### src/rtl/mac_operand_sequencer.sv
`default_nettype none
// ============================================================================
// Module   : mac_operand_sequencer
// Purpose  : Queues 8-bit operand pairs and feeds them to a MAC over a
//            start/finish handshake, with a per-pair watchdog.
// Revision : 1.0 - initial release
// ============================================================================
module mac_operand_sequencer #(
  parameter int DEPTH   = 8,
  parameter int ACC_W   = 20,
  parameter int TIMEOUT = 64
) (
  input  logic                     clk,
  input  logic                     rst,
  input  logic                     i_wr_en,
  input  logic [7:0]               i_wr_a,
  input  logic [7:0]               i_wr_b,
  input  logic                     i_go,
  input  logic                     i_mac_finish,
  input  logic [ACC_W-1:0]         i_mac_rc,
  output logic                     o_mac_clear,
  output logic                     o_mac_start,
  output logic [7:0]               o_mac_op_a,
  output logic [7:0]               o_mac_op_b,
  output logic                     o_full,
  output logic [$clog2(DEPTH):0]   o_count,
  output logic                     o_busy,
  output logic                     o_done,
  output logic [ACC_W-1:0]         o_result,
  output logic                     o_overflow,
  output logic                     o_timeout_err
);
  localparam int c_AW  = $clog2(DEPTH);
  localparam int c_WDW = $clog2(TIMEOUT);
  localparam logic [c_WDW-1:0] c_WD_LAST = c_WDW'(TIMEOUT - 1);
  localparam logic [c_AW:0]    c_ONE     = (c_AW+1)'(1);

  typedef enum logic [2:0] {
    S_IDLE    = 3'd0,
    S_CLEAR   = 3'd1,
    S_ISSUE   = 3'd2,
    S_WAIT    = 3'd3,
    S_CAPTURE = 3'd4
  } state_t;

  state_t            r_state, w_state_nxt;
  logic [15:0]       r_mem [DEPTH];
  logic [c_AW-1:0]   r_wr_ptr, r_rd_ptr, w_head_ptr;
  logic [c_AW:0]     r_count, w_count_nxt;
  logic              r_full;
  logic [c_WDW-1:0]  r_wd;
  logic [7:0]        r_op_a, r_op_b;
  logic              r_mac_clear, r_mac_start, r_busy, r_done;
  logic              r_overflow, r_timeout_err;
  logic [ACC_W-1:0]  r_result;
  logic              w_push_ok, w_push, w_pop, w_flush, w_go_accept, w_timeout, w_more;
  logic [15:0]       w_head;

  assign w_push_ok = i_wr_en && !r_full;
  // After popping the current pair, work remains if older pairs are queued or one arrives now.
  assign w_more    = (r_count > c_ONE) || w_push_ok;

  always_comb begin
    w_state_nxt = r_state;
    w_pop       = 1'b0;
    w_flush     = 1'b0;
    w_go_accept = 1'b0;
    w_timeout   = 1'b0;
    case (r_state)
      S_IDLE: begin
        if (i_go && (r_count != '0)) begin
          w_go_accept = 1'b1;
          w_state_nxt = S_CLEAR;
        end
      end
      S_CLEAR:   w_state_nxt = S_ISSUE;
      S_ISSUE:   w_state_nxt = S_WAIT;
      S_WAIT: begin
        if (i_mac_finish) begin
          w_pop       = 1'b1;
          w_state_nxt = w_more ? S_ISSUE : S_CAPTURE;
        end else if (r_wd == c_WD_LAST) begin
          w_timeout   = 1'b1;
          w_flush     = 1'b1;
          w_state_nxt = S_IDLE;
        end
      end
      S_CAPTURE: w_state_nxt = S_IDLE;
      default:   w_state_nxt = S_IDLE;
    endcase
  end

  assign w_push = w_push_ok && !w_flush;

  always_comb begin
    w_count_nxt = r_count;
    if (w_flush)              w_count_nxt = '0;
    else if (w_push && !w_pop) w_count_nxt = r_count + c_ONE;
    else if (w_pop && !w_push) w_count_nxt = r_count - c_ONE;
  end

  // A pair written in the same cycle the last queued pair pops is not in memory yet.
  assign w_head_ptr = w_pop ? (r_rd_ptr + c_AW'(1)) : r_rd_ptr;
  assign w_head     = (w_pop && (r_count == c_ONE)) ? {i_wr_a, i_wr_b} : r_mem[w_head_ptr];

  always_ff @(posedge clk) begin
    if (w_push) r_mem[r_wr_ptr] <= {i_wr_a, i_wr_b};
  end

  always_ff @(posedge clk or posedge rst) begin
    if (rst) r_state <= S_IDLE;
    else     r_state <= w_state_nxt;
  end

  always_ff @(posedge clk or posedge rst) begin
    if (rst) begin
      r_wr_ptr      <= '0;
      r_rd_ptr      <= '0;
      r_count       <= '0;
      r_full        <= 1'b0;
      r_wd          <= '0;
      r_op_a        <= '0;
      r_op_b        <= '0;
      r_mac_clear   <= 1'b0;
      r_mac_start   <= 1'b0;
      r_busy        <= 1'b0;
      r_done        <= 1'b0;
      r_result      <= '0;
      r_overflow    <= 1'b0;
      r_timeout_err <= 1'b0;
    end else begin
      if (w_push) r_wr_ptr <= r_wr_ptr + c_AW'(1);
      if (w_flush)    r_rd_ptr <= r_wr_ptr;
      else if (w_pop) r_rd_ptr <= r_rd_ptr + c_AW'(1);
      r_count <= w_count_nxt;
      r_full  <= (w_count_nxt == (c_AW+1)'(DEPTH));

      if (w_state_nxt == S_ISSUE) begin
        r_wd   <= '0;
        r_op_a <= w_head[15:8];
        r_op_b <= w_head[7:0];
      end else if (r_state == S_ISSUE || r_state == S_WAIT) begin
        r_wd <= r_wd + c_WDW'(1);
      end

      r_mac_clear <= (w_state_nxt == S_CLEAR);
      r_mac_start <= (w_state_nxt == S_ISSUE);
      r_busy      <= (w_state_nxt != S_IDLE);
      r_done      <= (w_state_nxt == S_CAPTURE);
      if (w_state_nxt == S_CAPTURE) r_result <= i_mac_rc;

      if (w_go_accept)          r_overflow <= 1'b0;
      if (i_wr_en && r_full)    r_overflow <= 1'b1;
      if (w_go_accept)          r_timeout_err <= 1'b0;
      if (w_timeout)            r_timeout_err <= 1'b1;
    end
  end

  assign o_mac_clear   = r_mac_clear;
  assign o_mac_start   = r_mac_start;
  assign o_mac_op_a    = r_op_a;
  assign o_mac_op_b    = r_op_b;
  assign o_full        = r_full;
  assign o_count       = r_count;
  assign o_busy        = r_busy;
  assign o_done        = r_done;
  assign o_result      = r_result;
  assign o_overflow    = r_overflow;
  assign o_timeout_err = r_timeout_err;

endmodule
`default_nettype wire

### config.mk
export PLATFORM = sky130hd
export DESIGN_NAME = mac_operand_sequencer
export DESIGN_NICKNAME = d
export VERILOG_FILES = /design/src/rtl/mac_operand_sequencer.sv
export SDC_FILE = /design/constraint.sdc
export NUM_CORES = 1
export LEC_CHECK = 0
export ABC_AREA = 1
export CAP_MARGIN = 20
export CORE_ASPECT_RATIO = 1.5
export CORE_UTILIZATION = 38
export CTS_CLUSTER_SIZE = 10
export DETAILED_ROUTE_END_ITERATION = 6
export PLACE_DENSITY = 0.54
export SYNTH_ARGS = -nofsm -noshare
export SYNTH_HDL_FRONTEND = slang
export SYNTH_SLANG_ARGS = --single-unit
### constraint.sdc
create_clock -name clk -period 4.1 [get_ports clk]
set_input_delay 0.82 -clock clk [delete_from_list [all_inputs] [get_ports clk]]
set_output_delay 0.82 -clock clk [all_outputs]
set_load 0.02 [all_outputs]
==> results.md, run 1 <==
- In the post-synthesis netlist, the cell with the most instances is sky130_fd_sc_hd__inv_1.
- The H-tree was split into 4 levels.
- The leakage dissipation is 5.05 nW.
- The fraction of synthesized cell area taken by the top area cell type is 44.2%.
- The cell taking the most area after synthesis is sky130_fd_sc_hd__edfxtp_1.
- By count the netlist is led by sky130_fd_sc_hd__inv_1, sky130_fd_sc_hd__nand3_1, sky130_fd_sc_hd__nand2_1.
- The via count of the first global-routing pass is 6340.
- The tree is rooted in a sky130_fd_sc_hd__clkbuf_16.
- For this run, the detailed router's first-pass iteration total came to 7.
- The prevailing post-synth register cell is sky130_fd_sc_hd__edfxtp_1.
- For the worst setup path, the data required time is 4470 ps.
- The number of flops mapped to enable cells by yosys is 128.
- Along the worst path, the maximum fanout reaches 33.
- The type of element capturing the critical path is a flop.
- The total placed instance area is 9960 um^2.
- The mean routed wirelength per cell is 16.0 um.
- The share of post-route cells with drive strength above 1 is 7.75%.
- For this run, design rule violations remaining after detail routing come to 5.
- The minimum period implied by the final worst setup slack is 2570 ps.
- For the worst setup path, the data arrival time is 2940 ps.
- TritonCTS built the clock tree.
- The overall die height is 187 um.
- The category of the critical setup timing path is in -> reg.
- The number of CTS-inserted buffers is 17.
- The initial antenna violation count came to 0.
- The total routing usage reported by global routing is 19.2%.
- The area enclosed by the die boundary is 23500 um^2.
- The number of different library cells used by synthesis comes to 33.
- The largest net degree at the start of global routing is 34.
- The initial utilization of the core area, before any placement, comes to 38.9%.
- The run finished, with violations left.
- The average via count per standard cell is 4.82.
- The clock reaches the later pin of the worst-skew pair after 440 ps.
- The initialized floorplan defines 67 standard-cell rows.
- The total I/O pin count is 88.
- The register area share after synthesis is 62.0%.
- The highest metal layer carrying signal wires in the routed design is met4.
- The post-layout instance area is 10600 um^2.
- The post-CTS resize count is 0.
- After synthesis, the share of flip-flops with an asynchronous set or reset is 32.6%.
- Across the VDD grid, the largest voltage drop is 0.000335 V.
- The headroom to the max-slew limit is 49.7%.
- After routing, the total negative slack on setup checks comes to 0 ps.
- The final number of hold-violating endpoints is 0.
- The final wirelength is 21100 um.
- The total via count in the routed design is 6362.
- The number of nets handed over by synthesis was 982.
- The total buffers and inverters traversed by the critical path is 4.
- After synthesis the netlist holds a flip-flop and latch count of 190.
- The maximum cell stage delay along the critical path is 490 ps.
- After clock tree synthesis, the setup repair step added 0 buffers.
- The detailed placement HPWL is 13800 um.
- The maximum achievable frequency is 388 MHz.
- The placer's final routability congestion estimate is 0.759.
- The final layout net count is 1080.
- After detailed routing, the met3 layer carries 1020 um of wire.
- The launching element type of the critical path is an input port.
- For the final database, setup skew stands at 13.6 ps.
- The detailed router put a total of 8610 um of wire on met1.
- Once detail routing completed, the nets flagged for antenna violations numbered 0.
- After detailed routing, the met2 layer carries 11100 um of wire.
- The final reports fail on design-rule violations.
- The gate count of the mapped netlist is 934.
- Dividing the final minimum period by the clock period gives 62.8%.
- In this design, the critical path's most frequently occurring cell is sky130_fd_sc_hd__nand3_1.
- The total clock sinks is 190.
- The repair_antennas step left the layout with diodes totalling 0.
- The number of warnings reported in the yosys synthesis log is 0.
- The core region is 22400 um^2.
- The area growth from synthesis to layout is 21.4%.
- In this design, the largest share of critical-path delay is due to buffers and inverters.
- The longest clock path from root to sink contains 2 buffers.
- The path class of the tightest hold or removal check is reg -> reg.
- The average footprint of a synthesized cell is 9.31 um^2.
- The slowest stage of the critical path is the sky130_fd_sc_hd__clkdlybuf4s50_1 cell.
- The transition at the pin with the smallest max-transition slack is 751 ps.
- The signal on the critical path passes through clkdlybuf4s50_1, inv_2, nor2_4, nand3_1, buf_4, nand2_2, buf_12, nand2_1, nand3_1, nand3_1, nand3_1, a21oi_1.
- After synthesis, the cell types taking the most area are sky130_fd_sc_hd__edfxtp_1, sky130_fd_sc_hd__dfrtp_1, sky130_fd_sc_hd__nand3_1, sky130_fd_sc_hd__inv_1, sky130_fd_sc_hd__nand2_1.
- The power density normalized to cell area is 736 nW/um^2.
- Setup violations remaining at the end of the flow were counted as 0.
- The max-slew violation count is 0.
- In this run the horizontal extent of the chip is 126 um.
- After the first detailed-routing iteration, the DRC count stood at 445.
- Max-cap violations in this run came to 0.
- Setup repair after global routing left no endpoint under its margin.
- For this run the aggregate overflow at the end of global routing stands at 0.
- The first global-routing pass estimated 34100 um of wire.
- For this design, the CTS-stage hold fixing added 0 buffers.
- The cell area after synthesis is 8700 um^2.
- The count of buffers added on input and output ports is 87.
- Clock-pin slew was measured on the worst setup and hold paths at 70 ps.
layout by cell type, fill, tap and decap left out, types with 3 or more instances in the layout:
master,n
sky130_fd_sc_hd__inv_1,207
sky130_fd_sc_hd__nand3_1,193
sky130_fd_sc_hd__nand2_1,184
sky130_fd_sc_hd__edfxtp_1,128
sky130_fd_sc_hd__clkdlybuf4s50_1,87
sky130_fd_sc_hd__dfrtp_1,62
sky130_fd_sc_hd__nor2_1,52
sky130_fd_sc_hd__buf_4,28
sky130_fd_sc_hd__a21oi_1,18
sky130_fd_sc_hd__clkbuf_16,17
sky130_fd_sc_hd__nand2_2,7
sky130_fd_sc_hd__ha_1,7
sky130_fd_sc_hd__o21ai_0,6
sky130_fd_sc_hd__inv_2,5
sky130_fd_sc_hd__xor2_1,5
sky130_fd_sc_hd__clkinvlp_4,4
sky130_fd_sc_hd__nor3_1,3
sky130_fd_sc_hd__inv_6,3
sky130_fd_sc_hd__bufinv_16,3
power by group:
group	leakage [nW]	internal [mW]	switching, mW
Clock	0.284	0.981	0.729
Sequential	1.93	2.50	0.218
Combinational	2.84	1.21	2.14
through the flow:
step / worst slack, ps / power (mW) / util (%) / cells / hold WS (ps)
after floorplan: 1720 / 4.95 / - / 934 / 496
after global placement: 1100 / 6.13 / 44.5 / 1289 / 454
after detailed placement: 1060 / 6.15 / 44.5 / 1289 / 459
after CTS: 1530 / 7.88 / 47.2 / 1321 / 481
after global routing: 1300 / 8.36 / 47.2 / 1321 / 502
final: 1530 / 7.78 / 47.2 / 1321 / 475
worst paths after layout:
kind / start / end / slack (ps) / cells past startpoint
worst max register to register: o_count[0] / o_mac_op_a[1] / 1610 / 11
worst max-delay path: i_mac_finish / o_mac_op_b[6] / 1530 / 12
worst min register to register: o_result[19] / o_result[19] / 480 / 2
min in group asynchronous: rst / o_result[1] / 720 / 2
worst min-delay path: o_result[19] / o_result[19] / 480 / 2
max in group asynchronous: rst / o_mac_op_b[7] / 2680 / 3
layer usage:
metal | up-vias | global-route usage (%)
li1 | 3146 | -
met1 | 3016 | 21.9
met2 | 171 | 34.6
met3 | 29 | 4.18
met4 | 0 | 7.79
met5 | - | 0
state kept, by name (all words and copies together) (netlist names), 3 cells and up:
signal      count
r_wr_ptr        3
o_mac_op_a      8
r_rd_ptr        3
r_wd            6
r_state         3
o_count         4
o_result       20
r_mem         128
o_mac_op_b      8
kinds of logic after synthesis:
family	share of synthesized area, %
DFF	62.0
xor gates and xnor gates	0.705
AOI/OAI and AO/OA	2.09
buffers and inverters	11.5
and+or+nand+nor	22.7
adders and majority gates	1.01
worst min-delay path, cell delays in order, from the launching register on:
cell                      delay [ps]
sky130_fd_sc_hd__dfrtp_1         350
sky130_fd_sc_hd__nand2_1          50
sky130_fd_sc_hd__nand2_1          40
cell type report:
class | count | area, um^2
Clock buffer | 20 | 447
Clock inverter | 12 | 160
Fill cell | 2116 | 11800
Inverter | 214 | 808
Multi-Input combinational cell | 493 | 2310
Sequential cell | 190 | 5400
Tap cell | 276 | 345
Timing Repair Buffer | 116 | 1100
No activity file was read; power rests on OpenSTA's default activity.
==> inputs of run 2 (changes only) <==
Settings changed: PLACE_DENSITY 0.54 to 0.56.
Clock period 4.1 ns to 2.1 ns, I/O delays scaled along.
==> results.md, run 2 (same netlist as run 1, synthesis figures left out) <==
- The largest net degree at the start of global routing is 33 (-2.9%).
- More flip-flops sit in one register than any other, and that register is r_mem.
- TritonCTS built the clock tree.
- The final wirelength is 20700 um (-2.1%).
- The count of buffers inserted at the top-level ports was 87 (unchanged).
- The final reports fail on design-rule violations.
- The via count of the first global-routing pass is 6584 (+3.8%).
- The path class of the tightest hold or removal check is in -> async.
- The overall die height came to 187 um (unchanged).
- The initial antenna violation count was 0 (unchanged).
- The flip-flop count of the largest register, all copies and words added is 128 (unchanged).
- The most common cell after layout, fill and taps aside is sky130_fd_sc_hd__inv_1.
- The overall overflow remaining after global route is 0 (unchanged).
- The total via count in the routed design was 6420 (+0.91%).
- The data required time of the worst path is 2230 ps (-2240 ps).
- The final antenna-violating net count is 0 (unchanged).
- Based on the critical path, the design can be clocked at up to 490 MHz.
- The number of fill cells is 2088 (-1.3%).
- The tree is rooted in a sky130_fd_sc_hd__clkbuf_16.
- The share of post-route cells with drive strength above 1 came to 11.0% (+3.3 points).
- The area inside the core boundary is 22400 um^2 (unchanged).
- The deepest clock path buffer count is 2 (unchanged).
- The length of routed met3 wiring is 952 um (-6.3%).
- The origin of the critical flop-to-flop path is r_wd[0].
- In the finished design, the share of the clock period the worst path needs comes to 97.2%.
- The CTS clock-pin slew for the worst setup and hold paths came to 70 ps (about the same).
- The count of antenna diodes in the layout came to 0 (unchanged).
- The worst setup path is launched from a flop.
- The final worst hold slack was 310 ps (-165 ps).
- The power density normalized to cell area was 1430 nW/um^2 (+94%).
- Leaving out fill and tap cells, the most frequent cells in the layout are sky130_fd_sc_hd__inv_1, sky130_fd_sc_hd__nand3_1, sky130_fd_sc_hd__nand2_1.
- The area growth from synthesis to layout is 25.4%.
- The mean routed wirelength per cell was 15.3 um (-4.4%).
- The insertion delay of the later-clocked pin in the worst-skew pair came to 440 ps (about the same).
- The violation count after the first detailed-route iteration is 379 (-15%).
- The average via count per standard cell came to 4.75 (-1.5%).
- The final number of hold-violating endpoints came to 0 (unchanged).
- The max-slew violation count is 0 (unchanged).
- The depth of the CTS H-tree was 4 (unchanged).
- The power after layout is 15.6 mW (+100%).
- The launching instance or port of the critical path is r_wd[0].
- The horizontal extent of the die came to 126 um (unchanged).
- The placer's final routability congestion estimate was 0.770 (+1.5%).
- The leakage dissipation came to 5.25 nW (+4.0%).
- The worst IR drop on VDD is 0.000693 V (+110%).
- The wire length the detailed router placed on met1 came to 8560 um (-0.55%).
- The row count was 67 (unchanged).
- The met2 layer wire length in the routed design is 10600 um (-4.4%).
- The remaining design rule violation count came to 5 (unchanged).
- The detailed placement HPWL was 13800 um (-0.43%).
- The setup clock skew after layout is 13.5 ps (-0.0491 ps).
- The transition at the pin with the smallest max-transition slack is 452 ps (-300 ps).
- Setup repair after global routing could not meet its margin everywhere.
- The initial core utilization is 38.9% (unchanged).
- The total I/O pin count is 88 (unchanged).
- The minimum period implied by the final worst setup slack is 2040 ps.
- The total clock sinks is 190 (unchanged).
- The highest layer used for signal routing is met4.
- The total routing usage reported by global routing is 19.1% (-0.16 points).
- The setup-violating endpoint count in the final report came to 0 (unchanged).
- The final layout net count is 1112 (+3.0%).
- The worst-path maximum fanout is 8 (-76%).
- The category of the critical setup timing path is reg -> reg.
- The wire length of the first global-routing pass was 34000 um (-0.28%).
- The area enclosed by the die boundary was 23500 um^2 (unchanged).
- The headroom to the max-slew limit was 69.9% (+20 points).
- The run finished, with violations left.
- STA classifies the critical path endpoint as a flop.
- The iteration count of the initial detailed-routing pass was 7 (unchanged).
- The max capacitance violation total is 0 (unchanged).
- The signal arrival time at the worst endpoint came to 2170 ps (-770 ps).
- The number of CTS-inserted buffers is 17 (unchanged).
-- run 2: cell count changes in the layout (fill, tap and decap cells not counted), sizes merged --
cell,delta
buf,+32
clkinv,+7
clkinvlp,-4
bufinv,-2
clkbuf,-1
-- run 2: critical path, stage by stage, from the launching register on --
cell and delay, ps:
sky130_fd_sc_hd__dfrtp_1 410, sky130_fd_sc_hd__ha_1 220, sky130_fd_sc_hd__nand2_1 80, sky130_fd_sc_hd__nor2_1 90, sky130_fd_sc_hd__nand2_2 80, sky130_fd_sc_hd__nand2_1 70
sky130_fd_sc_hd__inv_1 130, sky130_fd_sc_hd__nand2_1 150, sky130_fd_sc_hd__nor2_1 230, sky130_fd_sc_hd__buf_4 260
-- run 2: path summary, 6_finish.rpt --
kind | endpoint | slack (ps) | depth (start not counted)
setup / recovery | r_mem[5][12] | 60 | 9
max in group asynchronous | o_count[2] | 1280 | 3
setup reg to reg | r_mem[5][12] | 60 | 9
min in group clk | o_result[14] | 470 | 2
hold reg to reg | o_result[14] | 470 | 2
hold / removal | o_busy | 310 | 2
-- run 2: stage by stage --
step           instances  util (%)  area [um^2]  setup WS [ps]  TNS [ps]
3_5_place_dp        1317      46.0        10300           -266    -17190
6_report            1353      48.7        10900           58.5         0
3_3_place_gp        1317      46.0        10300           -229    -11630
2_1_floorplan        934         -         8700           -190    -21160
4_1_cts             1349      48.6        10900           34.0         0
5_1_grt             1353      48.7        10900          -23.0      -384
-- run 2: per-layer routing --
layer	vias up	GRT usage, %
li1	3209	-
met1	2988	21.7
met2	184	33.9
met5	-	0
met4	0	8.63
met3	39	4.09
-- run 2: timing repair --
action	CTS	global route
endpoints found under the setup margin	15	47
resized for setup	2	5
cloned	0	0
setup buffers	0	4
pin swaps	0	1
hold buffers	0	0
-- run 2: cell type report --
| cell class | instances | area, um^2 | area share [%] |
|---|---|---|---|
| Sequential cell | 190 | 5400 | 49.4 |
| Multi-Input combinational cell | 493 | 2320 | 21.2 |
| Clock inverter | 13 | 114 | 1.04 |
| Clock buffer | 19 | 443 | 4.06 |
| Tap cell | 276 | 345 | 3.17 |
| Timing Repair Buffer | 148 | 1490 | 13.6 |
| Inverter | 214 | 808 | 7.41 |
-- run 2: power by group --
part | internal, mW | total, mW | switching (mW)
Sequential | 4.88 | 5.28 | 0.400
Combinational | 2.87 | 7.19 | 4.31
Clock | 1.67 | 3.08 | 1.41
==> inputs of run 3 (changes only) <==
Settings changed: PLACE_DENSITY 0.56 to not set.
==> results.md, run 3 (same netlist as run 1, synthesis figures left out) <==
- The run finished, with violations left.
- The final reports fail on design-rule violations.
- The transition at the pin with the smallest max-transition slack is 528 ps (+76.4 ps).
- The worst setup path is captured at a flop.
- The non-filler instance count after layout came to 1355 (+0.15%).
- The max-slew violation count was 0 (unchanged).
- The via count of the first global-routing pass is 6357 (-3.4%).
- The share of post-route cells with drive strength above 1 is 11.6% (+0.55 points).
- The area growth from synthesis to layout is 25.8%.
- The depth of the CTS H-tree is 4 (unchanged).
- The count of buffers inserted at the top-level ports was 87 (unchanged).
- The flip-flop count of the largest register, all copies and words added came to 128 (unchanged).
- The worst IR drop on VDD is 0.000918 V (+33%).
- The total routing usage reported by global routing is 18.8% (-0.30 points).
- The hold-fix buffer count after cts is 0 (unchanged).
- The final antenna-violating net count is 0 (unchanged).
- The total via count in the routed design is 6437 (+0.26%).
- The CTS clock-pin slew for the worst setup and hold paths is 70 ps (about the same).
- The library cell used most frequently in the layout, excluding fill and tap cells, is sky130_fd_sc_hd__inv_1.
- The detailed placement HPWL is 14100 um (+2.3%).
- The total clock sinks came to 190 (unchanged).
- The final number of hold-violating endpoints is 0 (unchanged).
- The CTS tree is built.
- The deepest clock path buffer count was 2 (unchanged).
- The number of placed instances, taps included came to 1319 (+0.15%).
- The post-route fraction of the period consumed by the critical path is 94.5% (-2.7 points).
- The total placed instance area is 10300 um^2 (about the same).
- The iteration count of the initial detailed-routing pass is 7 (unchanged).
- The worst-path maximum fanout is 10 (+2).
- The setup-violating endpoint count in the final report is 0 (unchanged).
- The initial antenna violation count was 1 (+1).
- The power after layout is 15.7 mW (+1.0%).
- The final layout net count is 1113 (+0.090%).
- The headroom to the max-slew limit was 64.8% (-5.1 points).
- The maximum achievable frequency was 504 MHz (+2.9%).
- The power density normalized to cell area came to 1440 nW/um^2 (+0.77%).
- The post-layout instance area came to 10900 um^2 (+0.25%).
- The signal arrival time at the worst endpoint is 2130 ps (-40 ps).
- The total I/O pin count was 88 (unchanged).
- The horizontal extent of the die is 126 um (unchanged).
- In the layout the commonest cells are sky130_fd_sc_hd__inv_1, sky130_fd_sc_hd__nand3_1, sky130_fd_sc_hd__nand2_1.
- The final worst hold slack came to 342 ps (+32.1 ps).
- The number of CTS-inserted buffers is 17 (unchanged).
- The reg-to-reg setup timing slack is 120 ps (+60 ps).
- The largest net degree at the start of global routing is 42 (+27%).
- The overall die height is 187 um (unchanged).
- The initial core utilization is 38.9% (unchanged).
- The insertion delay of the later-clocked pin in the worst-skew pair was 450 ps (about the same).
- The setup path with the least slack is of type reg -> reg.
- The setup clock skew after layout was 13.2 ps (-0.306 ps).
- The minimum period implied by the final worst setup slack is 1980 ps (-56.8 ps).
- The data required time of the worst path came to 2240 ps (about the same).
- The area enclosed by the die boundary is 23500 um^2 (unchanged).
- STA classifies the critical path startpoint as a flop.
- The CTS root buffer is sky130_fd_sc_hd__clkbuf_16.
- The most flop-heavy register is r_mem.
- The share of the core filled with cells in the final layout is 48.9% (+0.12 points).
- The placer's final routability congestion estimate is 0.817 (+6.1%).
- The overall overflow remaining after global route is 0 (unchanged).
- The average via count per standard cell is 4.75 (+0.12%).
- The mean routed wirelength per cell is 15.4 um (+0.39%).
- The max capacitance violation total is 0 (unchanged).
- The area inside the core boundary came to 22400 um^2 (unchanged).
- The row count was 67 (unchanged).
- The leakage dissipation is 5.25 nW (about the same).
- The violation count after the first detailed-route iteration is 430 (+13%).
- The final wirelength is 20800 um (+0.54%).
- The remaining design rule violation count is 4 (-1).
- The worst min-delay path class is in -> async.
- The wire length of the first global-routing pass is 33500 um (-1.2%).
run 3: cell types whose count changed in the layout (fill, tap and decap cells not counted), sizes merged:
cell,delta
buf,+1
inv,+5
clkinvlp,+1
clkinv,-4
clkbuf,-2
diode,+1
run 3: layout make-up:
class | count | area (um^2)
fill | 2073 | 11400
sequential | 190 | 5400
multi-input combinational | 493 | 2330
timing repair buffer | 149 | 1480
inverter | 214 | 808
clock buffer | 17 | 425
tap | 276 | 345
clock inverter | 15 | 151
antenna | 1 | 2.50
run 3: metal layers:
metal / wire length (um) / track usage, % / vias to the layer above
li1: - / - / 3213
met1: 8360 / 21.2 / 3017
met2: 11000 / 33.7 / 166
met3: 944 / 3.72 / 41
met4: 548 / 8.72 / 0
met5: 0 / 0 / -
run 3: power by group:
group          internal, mW  switching (mW)  leakage (nW)
Sequential             4.88           0.390          1.93
Clock                  1.68            1.50         0.285
Combinational          2.92            4.34          3.04
run 3: path summary, 6_finish.rpt:
kind | startpoint | depth (start not counted) | endpoint
min in group clk | o_result[6] | 2 | o_result[6]
worst max-delay path | r_wd[0] | 9 | r_mem[3][11]
worst min-delay path | rst | 3 | o_result[4]
worst min register to register | o_result[6] | 2 | o_result[6]
max in group asynchronous | rst | 3 | o_count[0]
worst max register to register | r_wd[0] | 9 | r_mem[3][11]
run 3: worst max-delay path, cell delays in order (launching register included):
cell and delay (ps):
sky130_fd_sc_hd__dfrtp_1 410, sky130_fd_sc_hd__ha_1 230, sky130_fd_sc_hd__nand2_1 130, sky130_fd_sc_hd__nor2_2 90, sky130_fd_sc_hd__nand2_2 70, sky130_fd_sc_hd__nand2_1 60, sky130_fd_sc_hd__inv_1 100, sky130_fd_sc_hd__nand2_1 140
sky130_fd_sc_hd__nor2_1 210, sky130_fd_sc_hd__buf_6 240
run 3: what timing repair did:
item / in CTS / in global routing
setup buffers: 0 / 3
pin swaps: 0 / 0
hold endpoints to repair: 0 / 0
setup endpoints to repair: 14 / 100
gates resized for setup: 1 / 9
run 3: metrics by stage:
step                      setup WS, ps  setup TNS [ps]
final                              115               0
after global routing             -9.93           -47.9
after CTS                         17.9               0
after detailed placement          -261          -11050
after global placement            -230           -8630
after floorplan                   -190          -21160
